## src/rtl/fetch_pkg.sv

```systemverilog
// Shared types for the instruction prefetch stage: FSM states, word width, queue entry layout.
package fetch_pkg;

   localparam int WORD = 16;

   typedef enum logic [1:0] {
      ST_IDLE = 2'd0,
      ST_REQ  = 2'd1,
      ST_DROP = 2'd2
   } state_t;

   typedef struct packed {
      logic [15:0]     pc;
      logic [WORD-1:0] word;
   } entry_t;

endpackage

```

## src/rtl/fetch_fifo.sv

```systemverilog
// fetch_fifo: DEPTH-entry synchronous FIFO with flush (flush beats push and pop).
// Latency: pushed entry at head the next cycle; backpressure: push ignored when full, pop ignored when empty.
module fetch_fifo #(
   parameter int DEPTH = 4,
   parameter int W     = 32
) (
   input  logic                   clk,
   input  logic                   reset,
   input  logic                   i_push,
   input  logic [W-1:0]           i_din,
   input  logic                   i_pop,
   input  logic                   i_flush,
   output logic [W-1:0]           o_dout,
   output logic [$clog2(DEPTH):0] o_count,
   output logic                   o_full,
   output logic                   o_empty
);
   localparam int PW = $clog2(DEPTH);

   logic [W-1:0]  r_mem [DEPTH];
   logic [PW-1:0] r_wr;
   logic [PW-1:0] r_rd;
   logic [PW:0]   r_count;
   logic          w_push;
   logic          w_pop;

   assign o_full  = (r_count == (PW+1)'(DEPTH));
   assign o_empty = (r_count == '0);
   assign o_count = r_count;
   assign o_dout  = r_mem[r_rd];
   assign w_push  = i_push && !o_full;
   assign w_pop   = i_pop && !o_empty;

   always_ff @(posedge clk) begin
      if (!reset || i_flush) begin
         r_wr    <= '0;
         r_rd    <= '0;
         r_count <= '0;
      end else begin
         if (w_push) r_wr <= r_wr + 1'b1;
         if (w_pop)  r_rd <= r_rd + 1'b1;
         if (w_push && !w_pop)      r_count <= r_count + 1'b1;
         else if (!w_push && w_pop) r_count <= r_count - 1'b1;
      end
   end

   // Storage needs no reset: an empty queue never exposes it.
   always_ff @(posedge clk) begin
      if (w_push && !i_flush) r_mem[r_wr] <= i_din;
   end

endmodule

```

## src/rtl/insn_prefetch.sv

```systemverilog
// insn_prefetch: single-outstanding fetch FSM feeding a {pc,word} queue; FETCH_BYPASS_EN adds an ack-cycle bypass to out_*.
// Latency: word visible the cycle after its ack (same cycle with bypass); backpressure: a full queue stops new requests.
module insn_prefetch
   import fetch_pkg::*;
#(
   parameter int DEPTH = 4,
   parameter int AW    = 16,
   parameter int DW    = WORD
) (
   input  logic          clk,
   input  logic          reset,
   input  logic          halt,
   input  logic          redirect,
   input  logic [AW-1:0] redirect_pc,
   output logic          mem_req,
   output logic [AW-1:0] mem_addr,
   input  logic          mem_ack,
   input  logic [DW-1:0] mem_data,
   output logic          out_valid,
   output logic [DW-1:0] out_data,
   output logic [AW-1:0] out_pc,
   input  logic          out_ready
);
   localparam int CW = $clog2(DEPTH) + 1;

   state_t           r_state;
   logic [AW-1:0]    r_fpc;
   logic [AW-1:0]    r_addr;
   logic             w_ack_req;
   logic             w_byp;
   logic             w_push;
   logic             w_pop;
   logic             w_full;
   logic             w_empty;
   logic             w_room;
   logic [CW-1:0]    w_count;
   logic [CW-1:0]    w_count_after;
   logic [AW+DW-1:0] w_head;

   assign mem_req   = (r_state != ST_IDLE);
   assign mem_addr  = r_addr;
   assign w_ack_req = (r_state == ST_REQ) && mem_ack && !redirect;

`ifdef FETCH_BYPASS_EN
   assign w_byp     = w_empty && w_ack_req;
   assign out_valid = !w_empty || w_byp;
   assign out_data  = w_empty ? (w_byp ? mem_data : '0) : w_head[DW-1:0];
   assign out_pc    = w_empty ? (w_byp ? r_addr : '0) : w_head[AW+DW-1:DW];
`else
   assign w_byp     = 1'b0;
   assign out_valid = !w_empty;
   assign out_data  = w_empty ? '0 : w_head[DW-1:0];
   assign out_pc    = w_empty ? '0 : w_head[AW+DW-1:DW];
`endif

   assign w_pop  = !w_empty && out_ready && !redirect;
   assign w_push = w_ack_req && !(w_byp && out_ready);
   // Room after this ack's enqueue, crediting a same-cycle pop.
   assign w_count_after = w_count - CW'(w_pop);
   assign w_room        = (w_count_after < CW'(DEPTH - 1));

   fetch_fifo #(
      .DEPTH (DEPTH),
      .W     (AW + DW)
   ) u_fifo (
      .clk     (clk),
      .reset   (reset),
      .i_push  (w_push),
      .i_din   ({r_addr, mem_data}),
      .i_pop   (w_pop),
      .i_flush (redirect),
      .o_dout  (w_head),
      .o_count (w_count),
      .o_full  (w_full),
      .o_empty (w_empty)
   );

   always_ff @(posedge clk) begin
      if (!reset) begin
         r_state <= ST_IDLE;
         r_fpc   <= '0;
         r_addr  <= '0;
      end else begin
         if (redirect) r_fpc <= redirect_pc;
         case (r_state)
            ST_IDLE: begin
               if (!redirect && !halt && !w_full) begin
                  r_state <= ST_REQ;
                  r_addr  <= r_fpc;
               end
            end
            ST_REQ: begin
               if (mem_ack && redirect) begin
                  r_addr  <= redirect_pc;
                  r_state <= halt ? ST_IDLE : ST_REQ;
               end else if (mem_ack) begin
                  r_fpc  <= r_fpc + 1'b1;
                  r_addr <= r_fpc + 1'b1;
                  if (!w_room || halt) r_state <= ST_IDLE;
               end else if (redirect) begin
                  // The old request must still complete; its word is dropped in DROP.
                  r_state <= ST_DROP;
               end
            end
            ST_DROP: begin
               if (mem_ack) begin
                  r_addr  <= redirect ? redirect_pc : r_fpc;
                  r_state <= halt ? ST_IDLE : ST_REQ;
               end
            end
            default: r_state <= ST_IDLE;
         endcase
      end
   end

endmodule

```

## config.mk

```make
export PLATFORM = sky130hd
export DESIGN_NAME = insn_prefetch
export DESIGN_NICKNAME = d
export VERILOG_FILES = /design/src/rtl/fetch_pkg.sv /design/src/rtl/fetch_fifo.sv /design/src/rtl/insn_prefetch.sv
export SDC_FILE = /design/constraint.sdc
export NUM_CORES = 1
export LEC_CHECK = 0
export ABC_CLOCK_PERIOD_IN_PS = 3200
export BUFFER_PORTS_ARGS = -buffer_cell sky130_fd_sc_hd__buf_2
export CORE_MARGIN = 3
export CORE_UTILIZATION = 50
export DETAILED_ROUTE_END_ITERATION = 6
export HOLD_SLACK_MARGIN = 0.12
export PLACE_DENSITY_LB_ADDON = 0.1
export SYNTH_ARGS = -nofsm -noshare
export SYNTH_HDL_FRONTEND = slang
export SYNTH_SLANG_ARGS = --single-unit
```

## constraint.sdc

```tcl
create_clock -name clk -period 3.2 [get_ports clk]
set_input_delay 0.8 -clock clk [delete_from_list [all_inputs] [get_ports clk]]
set_output_delay 0.8 -clock clk [all_outputs]
set_load 0.005 [all_outputs]
```

==> flow_summary_export.csv, run 1 <==
group,metric,value,unit
run_status,outcome,"finished clean",
global_route,first_global_vias,4917,
clock_network,post-cts-setup-buffers,0,
global_route,grt-ovfl-total,0,
global_route,largest_net_degree_at_the_start_of_global_routing,52,
routing,final_routed_wirelength,16230,um
placed_design,hpwlAfterDp,10860,um
synthesis,synth_cells,591,
clock_network,ctsRootBufferMaster,"sky130_fd_sc_hd__clkbuf_16",
finish,multi_input_comb_area,0.002833,mm2
worst_setup_path,path_class,"reg2out",
worst_setup_path,worst-path-max-fanout,26,
die,coreArea,0.01520,mm2
routing,detail-route-antenna-nets,0,
global_route,grt_antenna_before_repair,0,
clock_network,htreeDepth,4,
die,initial_core_util,51.28,%
die,die_area,0.01712,mm2
routing,drt_pass1_iterations,5,
synthesis,post_synth_instance_area,0.007795,mm2
die,die-height,130.9,um
flow_run,drv.max_cap_violation_count,0,
synthesis,ys.warnings.count,0,
synthesis,ys_dominant_reg_cell,"sky130_fd_sc_hd__edfxtp_1",
sta,max_slew.worst_pin.slew,555.1,ps
finish,layout-drive-gt1-share,26.46,%
clock_network,insertion_delay,430,ps
sta,max_freq,345.7,MHz
worst_setup_path,required,2400,ps
die,die_w,130.9,um
worst_setup_path,critPathLaunchType,"register",
synthesis,synth-seq-cells,171,
finish,final_util,59.75,%
placed_design,postPlaceCellArea,0.008503,mm2
power,ir_drop,0.0004385,V
power,power,5.859,mW
clock_network,cts_buffers,17,
synthesis,synth.most_common_cell,"sky130_fd_sc_hd__edfxtp_1",
power,leakage_dissipation,3.233,nW
finish,stdcell_area,0.009084,mm2
global_route,wire_length_of_the_first_global_routing_pass,25990,um
sta,setup_tns,0,ps
sta,grt_setup_unrepaired,"no",
sta,slew_headroom,62.91,%
synthesis,netlist.top_cell.by_area,"sky130_fd_sc_hd__edfxtp_1",
routing,num_vias,4972,
clock_network,clkTransAtPathRegs,60,ps
synthesis,synthArstFlopShare,0,%
synthesis,synth.top_cell.area_share,49.31,%
die,placement_rows,45,
synthesis,syn_avg_cell_area,13.19,um2
finish,num-fill-cells,1187,
power,power_density,645.0,mW/mm2
sta,worst_clock_skew,7.028,ps
placed_design,place_congestion,0.8752,
die,boundaryPins,88,
sta,layout_min_cycle_time,2893,ps
synthesis,synth_area_leaders,"sky130_fd_sc_hd__edfxtp_1 (49%), sky130_fd_sc_hd__dfxtp_1 (11%), sky130_fd_sc_hd__mux4_2 (9.2%), sky130_fd_sc_hd__nor2b_1 (2.6%), sky130_fd_sc_hd__o21ai_0 (2.4%)",
sta,slew_viol_final,0,
clock_network,cts_resized,0,
synthesis,synth_common_cells,"sky130_fd_sc_hd__edfxtp_1 (128), sky130_fd_sc_hd__dfxtp_1 (43), sky130_fd_sc_hd__o21ai_0 (38), sky130_fd_sc_hd__a21oi_1 (34), sky130_fd_sc_hd__nor2b_1 (33)",
finish,final-seq-area,0.004707,mm2
routing,via_per_inst,5.702,
synthesis,syn_nets,643,
global_route,gr-usage-all-layers,19.91,%
hold_path,holdCritPathClass,"reg2reg",
synthesis,yosysSeqAreaShare,60.35,%
finish,n_antenna_cell,0,
worst_setup_path,setup.worst_path.end_class,"output pin",
synthesis,synth_cell_types,54,
finish,syn_to_final_growth,16.53,%
routing,route.detailed.drc,0,
sta,report.final.setup_viol,0,
clock_network,cts_hold_buffers,0,
clock_network,cts_tree,"done",
clock_network,total_number_of_clock_tree_sinks,171,
sta,final_hold_viol_count,0,
routing,detail_route.iter0.violations,388,
sta,period_share,90.40,%
finish,design.final.nets,724,
routing,routed_wire_length_per_instance,18.61,um
synthesis,synth-edff-count,128,
placed_design,portBuffers,87,
clock_network,cts_buffer_depth,2,
worst_setup_path,cp.arrival,2090,ps
==> metrics by stage <==
step | setup WS, ps | std cells | hold WS, ps
finish | 307.1 | 872 | 534.8
CTS | 255.2 | 872 | 535.3
global route | 187.4 | 872 | 551.7
detailed placement | 434.8 | 841 | 513.7
floorplan | 299.5 | 591 | 484.7
global placement | 528.1 | 841 | 505.8
==> flip-flops by register name, indices dropped and copies added, names as in the netlist, named ones only <==
register / count
u_fifo.r_mem: 128
u_fifo.r_rd: 2
u_fifo.r_wr: 2
mem_addr: 16
u_fifo.o_count: 3
r_state: 2
r_fpc: 16
==> layout by cell type, fill, tap and decap left out, types with 6 or more instances in the layout <==
cell type and instances:
sky130_fd_sc_hd__xnor2_1 20, sky130_fd_sc_hd__mux4_2 32, sky130_fd_sc_hd__mux2_2 6, sky130_fd_sc_hd__nand2_1 30
sky130_fd_sc_hd__a21oi_1 34, sky130_fd_sc_hd__edfxtp_1 128, sky130_fd_sc_hd__nor2_1 28, sky130_fd_sc_hd__and2_1 7
sky130_fd_sc_hd__a221oi_1 7, sky130_fd_sc_hd__nand2b_1 6, sky130_fd_sc_hd__inv_1 22, sky130_fd_sc_hd__nor2b_1 33
sky130_fd_sc_hd__xor2_1 9, sky130_fd_sc_hd__clkbuf_16 17, sky130_fd_sc_hd__o21ai_0 38, sky130_fd_sc_hd__dfxtp_1 41
sky130_fd_sc_hd__buf_2 87, sky130_fd_sc_hd__nor3_1 8, sky130_fd_sc_hd__nand3_1 16, sky130_fd_sc_hd__buf_12 6
sky130_fd_sc_hd__ha_1 13, sky130_fd_sc_hd__o211ai_1 6, sky130_fd_sc_hd__buf_4 12
==> worst max-delay path, stage by stage, from the launching register on <==
cell and delay (ps):
sky130_fd_sc_hd__dfxtp_2 500, sky130_fd_sc_hd__buf_12 280, sky130_fd_sc_hd__mux4_2 550, sky130_fd_sc_hd__nor2b_1 170, sky130_fd_sc_hd__buf_2 150
==> layer usage <==
layer / global-route usage, % / part of all wire (%) / vias to the layer above
li1: - / - / 2379
met1: 26.25 / 44 / 2433
met2: 32.57 / 49 / 138
met3: 4.309 / 5.2 / 22
met4: 7.562 / 1.8 / 0
met5: 0 / 0 / -
==> kinds of logic after synthesis <==
kind of cell	share of synthesized area [%]
flip-flops	60.35
XOR/XNOR	3.259
buffers and inverters	3.435
adder cells (fa/ha/maj)	2.344
AND/OR/NAND/NOR	10.67
multiplexers	10.50
AO/OA/AOI/OAI	9.438
==> where the power goes <==
part | total, mW | switching, mW | leakage (nW) | internal (mW)
Sequential | 2.78 | 0.176 | 1.52 | 2.61
Combinational | 1.04 | 0.622 | 1.44 | 0.417
Clock | 2.04 | 0.817 | 0.276 | 1.22
==> worst paths after layout <==
| kind | from | end | slack (ps) | depth (start not counted) |
|---|---|---|---|---|
| worst max register to register | r_state[0] | u_fifo.o_count[2] | 730 | 9 |
| worst max-delay path | register | out_pc[14] | 310 | 4 |
| worst min-delay path | mem_addr[7] | u_fifo.r_mem[1][23] | 530 | 0 |
| worst min register to register | mem_addr[7] | u_fifo.r_mem[1][23] | 530 | 0 |
==> area by class of cell <==
type,instances,share of cell area (%)
inverters,22,0.9091
clock inverters,12,1.625
well taps,188,2.590
clock buffers,19,4.766
flip-flops and latches,171,51.82
repair buffers,105,7.107
multi-input cells,355,31.18
Note: power is estimated with default switching activity, not from simulation.
==> inputs of run 2 (changes only) <==
SETUP_SLACK_MARGIN = 0.5   (was not set)
==> flow_summary_export.csv, run 2 (synthesized netlist as in run 1, its figures left out) <==
group,metric,value,unit
run_status,outcome,"finished clean",
finish,num-fill-cells,1207,
die,die-height,130.9,um
routing,wl_met3,888,um
worst_setup_path,critical_path.endpoint,"out_pc[15]",
power,power_switching_share,28.00,%
finish,layout_commonest_cell,"sky130_fd_sc_hd__edfxtp_1",
finish,layout.cells.most_common_list,"sky130_fd_sc_hd__edfxtp_1 (128), sky130_fd_sc_hd__buf_2 (87), sky130_fd_sc_hd__dfxtp_1 (41)",
worst_setup_path,cp_num_buf_inv,2,
clock_network,cts_tree,"done",
worst_setup_path,path_cells,"buf_12, mux4_2, nor2b_1, buf_2",
worst_setup_path,r2r_end,"u_fifo.o_count[2]",
sta,slew_headroom,61.81,%
global_route,largest_net_degree_at_the_start_of_global_routing,34,
routing,drt-met1-wl,7478,um
routing,top_layer_used,"met4",
routing,via_per_inst,5.834,
sta,final_hold_viol_count,0,
finish,design.final.nets,724,
sta,hold-worst-slack,527.0,ps
routing,final_routed_wirelength,16650,um
sta,slew_viol_final,0,
power,power_density,646.5,mW/mm2
routing,wl_met2,8008,um
finish,layout-drive-gt1-share,27.53,%
worst_setup_path,required,2400,ps
worst_setup_path,critical_path_cell_with_the_highest_stage_delay,"sky130_fd_sc_hd__mux4_2",
sta,setup_tns,0,ps
worst_setup_path,worst-path-max-fanout,15,
clock_network,clkTransAtPathRegs,60,ps
worst_setup_path,critical-path-max-stage-delay,520,ps
die,boundaryPins,88,
sta,worst_clock_skew,10.35,ps
global_route,grt_antenna_before_repair,0,
power,clock_share_of_power,34.9,%
worst_setup_path,setup.worst_path.end_class,"output pin",
sta,max_freq,382.1,MHz
sta,grt_setup_unrepaired,"yes",
die,die_area,0.01712,mm2
clock_network,cts_buffers,17,
routing,detail-route-antenna-nets,0,
global_route,gr-usage-all-layers,20.13,%
hold_path,holdCritPathClass,"reg2reg",
worst_setup_path,depth_of_the_critical_timing_path_with_buffers_and_inverters_included,4,
die,coreArea,0.01520,mm2
flow_run,drv.max_cap_violation_count,0,
clock_network,total_number_of_clock_tree_sinks,171,
worst_setup_path,cp.arrival,1820,ps
placed_design,portBuffers,87,
worst_setup_path,ff2ff_setup_slack,730,ps
clock_network,insertion_delay,430,ps
power,seq_power_share,47.2,%
clock_network,ctsRootBufferMaster,"sky130_fd_sc_hd__clkbuf_16",
die,placement_rows,45,
global_route,wire_length_of_the_first_global_routing_pass,25940,um
worst_setup_path,r2r_path_start,"r_state[1]",
power,p_int,4.252,mW
routing,route.detailed.drc,0,
finish,largest_register_ff_count,128,
finish,syn_to_final_growth,17.19,%
die,die_w,130.9,um
worst_setup_path,path_class,"reg2out",
sta,max_slew.worst_pin.slew,571.3,ps
finish,largest-register,"u_fifo.r_mem",
finish,n_antenna_cell,0,
routing,num_vias,5081,
die,initial_core_util,51.28,%
routing,drt_pass1_iterations,5,
global_route,first_global_vias,4949,
power,power.share.combinational,17.9,%
global_route,grt-ovfl-total,0,
clock_network,post-cts-setup-buffers,0,
placed_design,place_congestion,0.8270,
placed_design,hpwlAfterDp,10920,um
clock_network,cts_hold_buffers,0,
worst_setup_path,reg2reg_depth,10,
power,leakage_dissipation,3.235,nW
worst_setup_path,critPathLaunchType,"register",
routing,detail_route.iter0.violations,381,
sta,period_share,81.79,%
power,netSwitchingPower,1.654,mW
clock_network,cts_buffer_depth,2,
power,ir_drop,0.0004390,V
clock_network,htreeDepth,4,
sta,layout_min_cycle_time,2617,ps
routing,routed_wire_length_per_instance,19.12,um
sta,report.final.setup_viol,0,
worst_setup_path,crit_family,"multiplexers",
[run 2: worst min-delay path by stage]
stage | startpoint | end | slack (ps) | cells after the start
finish | mem_addr[2] | u_fifo.r_mem[0][18] | 530 | 0
global route | mem_addr[9] | u_fifo.r_mem[1][25] | 540 | 0
CTS | mem_addr[9] | u_fifo.r_mem[1][25] | 530 | 0
detailed placement | mem_addr[2] | u_fifo.r_mem[1][18] | 520 | 0
global placement | mem_addr[2] | u_fifo.r_mem[2][18] | 510 | 0
floorplan | u_fifo.r_rd[1] | register | 480 | 2
[run 2: final cells by class]
type	instances	area (um2)	share of cell area, %
timing repair buffer	105	658.1	7.204
tap	188	235.2	2.575
multi-input combinational	355	2856	31.27
inverter	22	82.58	0.9040
sequential	171	4710	51.55
clock inverter	13	167.7	1.835
clock buffer	17	425.4	4.657
[run 2: timing repair]
action                                  CTS  global route
resized for setup                         3             4
gates cloned                              0             0
endpoints found under the setup margin   32            31
pin swaps                                 0             0
[run 2: power groups by stage]
stage,Clock [mW],Combinational [mW],Sequential (mW)
2_1_floorplan,0,0.673,2.77
3_3_place_gp,0,1.03,2.82
3_5_place_dp,0,1.05,2.84
4_1_cts,2.10,1.05,2.79
5_1_grt,2.19,1.17,2.81
6_report,2.06,1.05,2.79
[run 2: routing by layer]
layer  up-vias  global-route usage, %
li1       2381                      -
met1      2509                  27.32
met2       163                  32.00
met3        28                  4.512
met4         0                  7.562
met5         -                      0
[run 2: per-stage QoR]
step                power [mW]  utilization [%]  instance area, um2  cells  worst slack (ps)
global route             6.176            60.09                9135    871             475.1
detailed placement       3.886            56.01                8514    841             484.6
CTS                      5.938            59.98                9117    871             483.0
finish                   5.906            60.09                9135    871             582.8
global placement         3.848            56.01                8514    841             515.0
floorplan                3.439                -                7836    591             468.0
==> inputs of run 3 (changes only) <==
ABC_CLOCK_PERIOD_IN_PS = 2700   (was 3200)
clock period = 2.7 ns   (was 3.2 ns; I/O delays follow)
==> flow_summary_export.csv, run 3 (synthesized netlist as in run 1, its figures left out) <==
group,metric,value,unit
die,placement_rows,45,
global_route,use_met2,35.45,%
finish,layout_commonest_cell,"sky130_fd_sc_hd__edfxtp_1",
die,boundaryPins,88,
sta,grt_setup_unrepaired,"yes",
hold_path,holdCritPathClass,"in2reg",
clock_network,cts_tree,"done",
die,die_area,0.01712,mm2
routing,route.detailed.drc,0,
routing,final_routed_wirelength,17890,um
clock_network,clkTransAtPathRegs,60,ps
clock_network,insertion_delay,420,ps
power,leakage_dissipation,3.465,nW
worst_setup_path,cp.arrival,1870,ps
routing,detail-route-antenna-nets,0,
routing,drt_pass1_iterations,6,
routing,detail_route.iter0.violations,323,
power,power_density,744.7,mW/mm2
sta,layout_min_cycle_time,2544,ps
placed_design,pre_cts_slack,231.9,ps
routing,num_vias,5158,
flow_run,drv.max_cap_violation_count,0,
sta,final_hold_viol_count,0,
die,coreArea,0.01520,mm2
worst_setup_path,path_class,"reg2out",
clock_network,total_number_of_clock_tree_sinks,171,
finish,multi_input_comb_area,0.002975,mm2
clock_network,ctsRootBufferMaster,"sky130_fd_sc_hd__clkbuf_16",
routing,routed_wire_length_per_instance,19.98,um
sta,setup_tns,0,ps
global_route,first_global_vias,5100,
finish,layout-drive-gt1-share,32.39,%
finish,final-seq-area,0.004726,mm2
clock_network,cts_buffers,17,
finish,largest-register,"u_fifo.r_mem",
placed_design,hpwlAfterDp,11130,um
global_route,grt_use_met3,4.512,%
worst_setup_path,worst-path-max-fanout,8,
sta,slew_viol_final,0,
sta,slew_headroom,70.58,%
global_route,grt-ovfl-total,0,
clock_network,htreeDepth,4,
placed_design,portBuffers,87,
sta,period_share,94.22,%
global_route,largest_net_degree_at_the_start_of_global_routing,32,
finish,syn_to_final_growth,22.99,%
worst_setup_path,required,2030,ps
sta,report.final.setup_viol,0,
worst_setup_path,critPathLaunchType,"register",
power,power,7.140,mW
finish,layout.cells.most_common_list,"sky130_fd_sc_hd__edfxtp_1 (128), sky130_fd_sc_hd__buf_2 (87), sky130_fd_sc_hd__o21ai_0 (38)",
sta,worst_clock_skew,7.236,ps
global_route,wire_length_of_the_first_global_routing_pass,27570,um
placed_design,place_congestion,0.8611,
die,die_w,130.9,um
finish,largest_register_ff_count,128,
worst_setup_path,setup.worst_path.end_class,"output pin",
routing,via_per_inst,5.763,
global_route,grt_util_met1,28.81,%
sta,max_slew.worst_pin.slew,441.3,ps
sta,max_freq,393.1,MHz
die,die-height,130.9,um
global_route,top_usage_layer,"met2",
finish,num-fill-cells,1180,
run_status,outcome,"finished clean",
sta,worst_slack,156.0,ps
finish,n_antenna_cell,0,
clock_network,cts_buffer_depth,2,
power,ir_drop,0.0005496,V
global_route,grt_antenna_before_repair,0,
global_route,gr-usage-all-layers,21.53,%
finish,design.final.nets,746,
clock_network,cts_hold_buffers,0,
die,initial_core_util,51.28,%
-- run 3: cell types whose count changed in the layout (fill, tap and decap cells not counted), moves of 4 or more --
cell / previous run / this run
sky130_fd_sc_hd__buf_4: 11 / 22
sky130_fd_sc_hd__nor2b_4: 0 / 6
sky130_fd_sc_hd__nor2b_1: 33 / 27
sky130_fd_sc_hd__buf_12: 7 / 11
sky130_fd_sc_hd__buf_16: 0 / 4
sky130_fd_sc_hd__dfxtp_1: 41 / 36
sky130_fd_sc_hd__dfxtp_4: 1 / 5
-- run 3: routing by layer --
| layer | part of all wire [%] | wire (um) |
|---|---|---|
| met1 | 44 | 7873 |
| met2 | 50 | 8889 |
| met3 | 5.4 | 960 |
| met4 | 0.91 | 162 |
| met5 | 0 | 0 |
-- run 3: worst paths after layout --
kind	startpoint	cells after the start	slack [ps]	to
worst max-delay path	register	5	160	out_pc[14]
worst min-delay path	mem_data[3]	1	470	u_fifo.r_mem[2][3]
worst max register to register	r_state[1]	10	560	u_fifo.o_count[2]
worst min register to register	r_state[0]	2	520	r_state[0]
-- run 3: repair_timing --
item,4_1_cts,5_1_grt
cloned,4,1
pin swaps,2,9
hold endpoints to repair,0,0
setup endpoints to repair,135,37
buffers inserted,6,6
resized for setup,20,25
-- run 3: critical path, stage by stage, from the launching register on --
cell and delay (ps):
sky130_fd_sc_hd__dfxtp_4 400, sky130_fd_sc_hd__buf_12 120, sky130_fd_sc_hd__buf_16 130, sky130_fd_sc_hd__mux4_2 510, sky130_fd_sc_hd__nor2b_1 150, sky130_fd_sc_hd__buf_2 140
-- run 3: final cells by class --
| class | count | area share, % |
|---|---|---|
| Clock buffer | 19 | 4.516 |
| Clock inverter | 13 | 1.566 |
| Tap cell | 188 | 2.454 |
| Timing Repair Buffer | 127 | 10.25 |
| Inverter | 22 | 0.8875 |
| Sequential cell | 171 | 49.30 |
| Multi-Input combinational cell | 355 | 31.04 |
-- run 3: report_power, final --
group / internal [mW] / switching [mW] / leakage [nW] / total (mW)
logic: 0.631 / 0.806 / 1.66 / 1.44
clock network: 1.44 / 0.956 / 0.284 / 2.40
registers: 3.09 / 0.208 / 1.52 / 3.30
total: 5.17 / 1.97 / 3.47 / 7.14
-- run 3: through the flow --
step | instance area [um2] | util (%) | cells | hold slack, ps
after detailed placement | 8578 | 56.43 | 846 | 517.4
after floorplan | 7874 | - | 591 | 484.7
after global placement | 8578 | 56.43 | 846 | 503.2
after global routing | 9587 | 63.06 | 895 | 456.2
after CTS | 9409 | 61.89 | 888 | 449.8
final | 9587 | 63.06 | 895 | 471.0
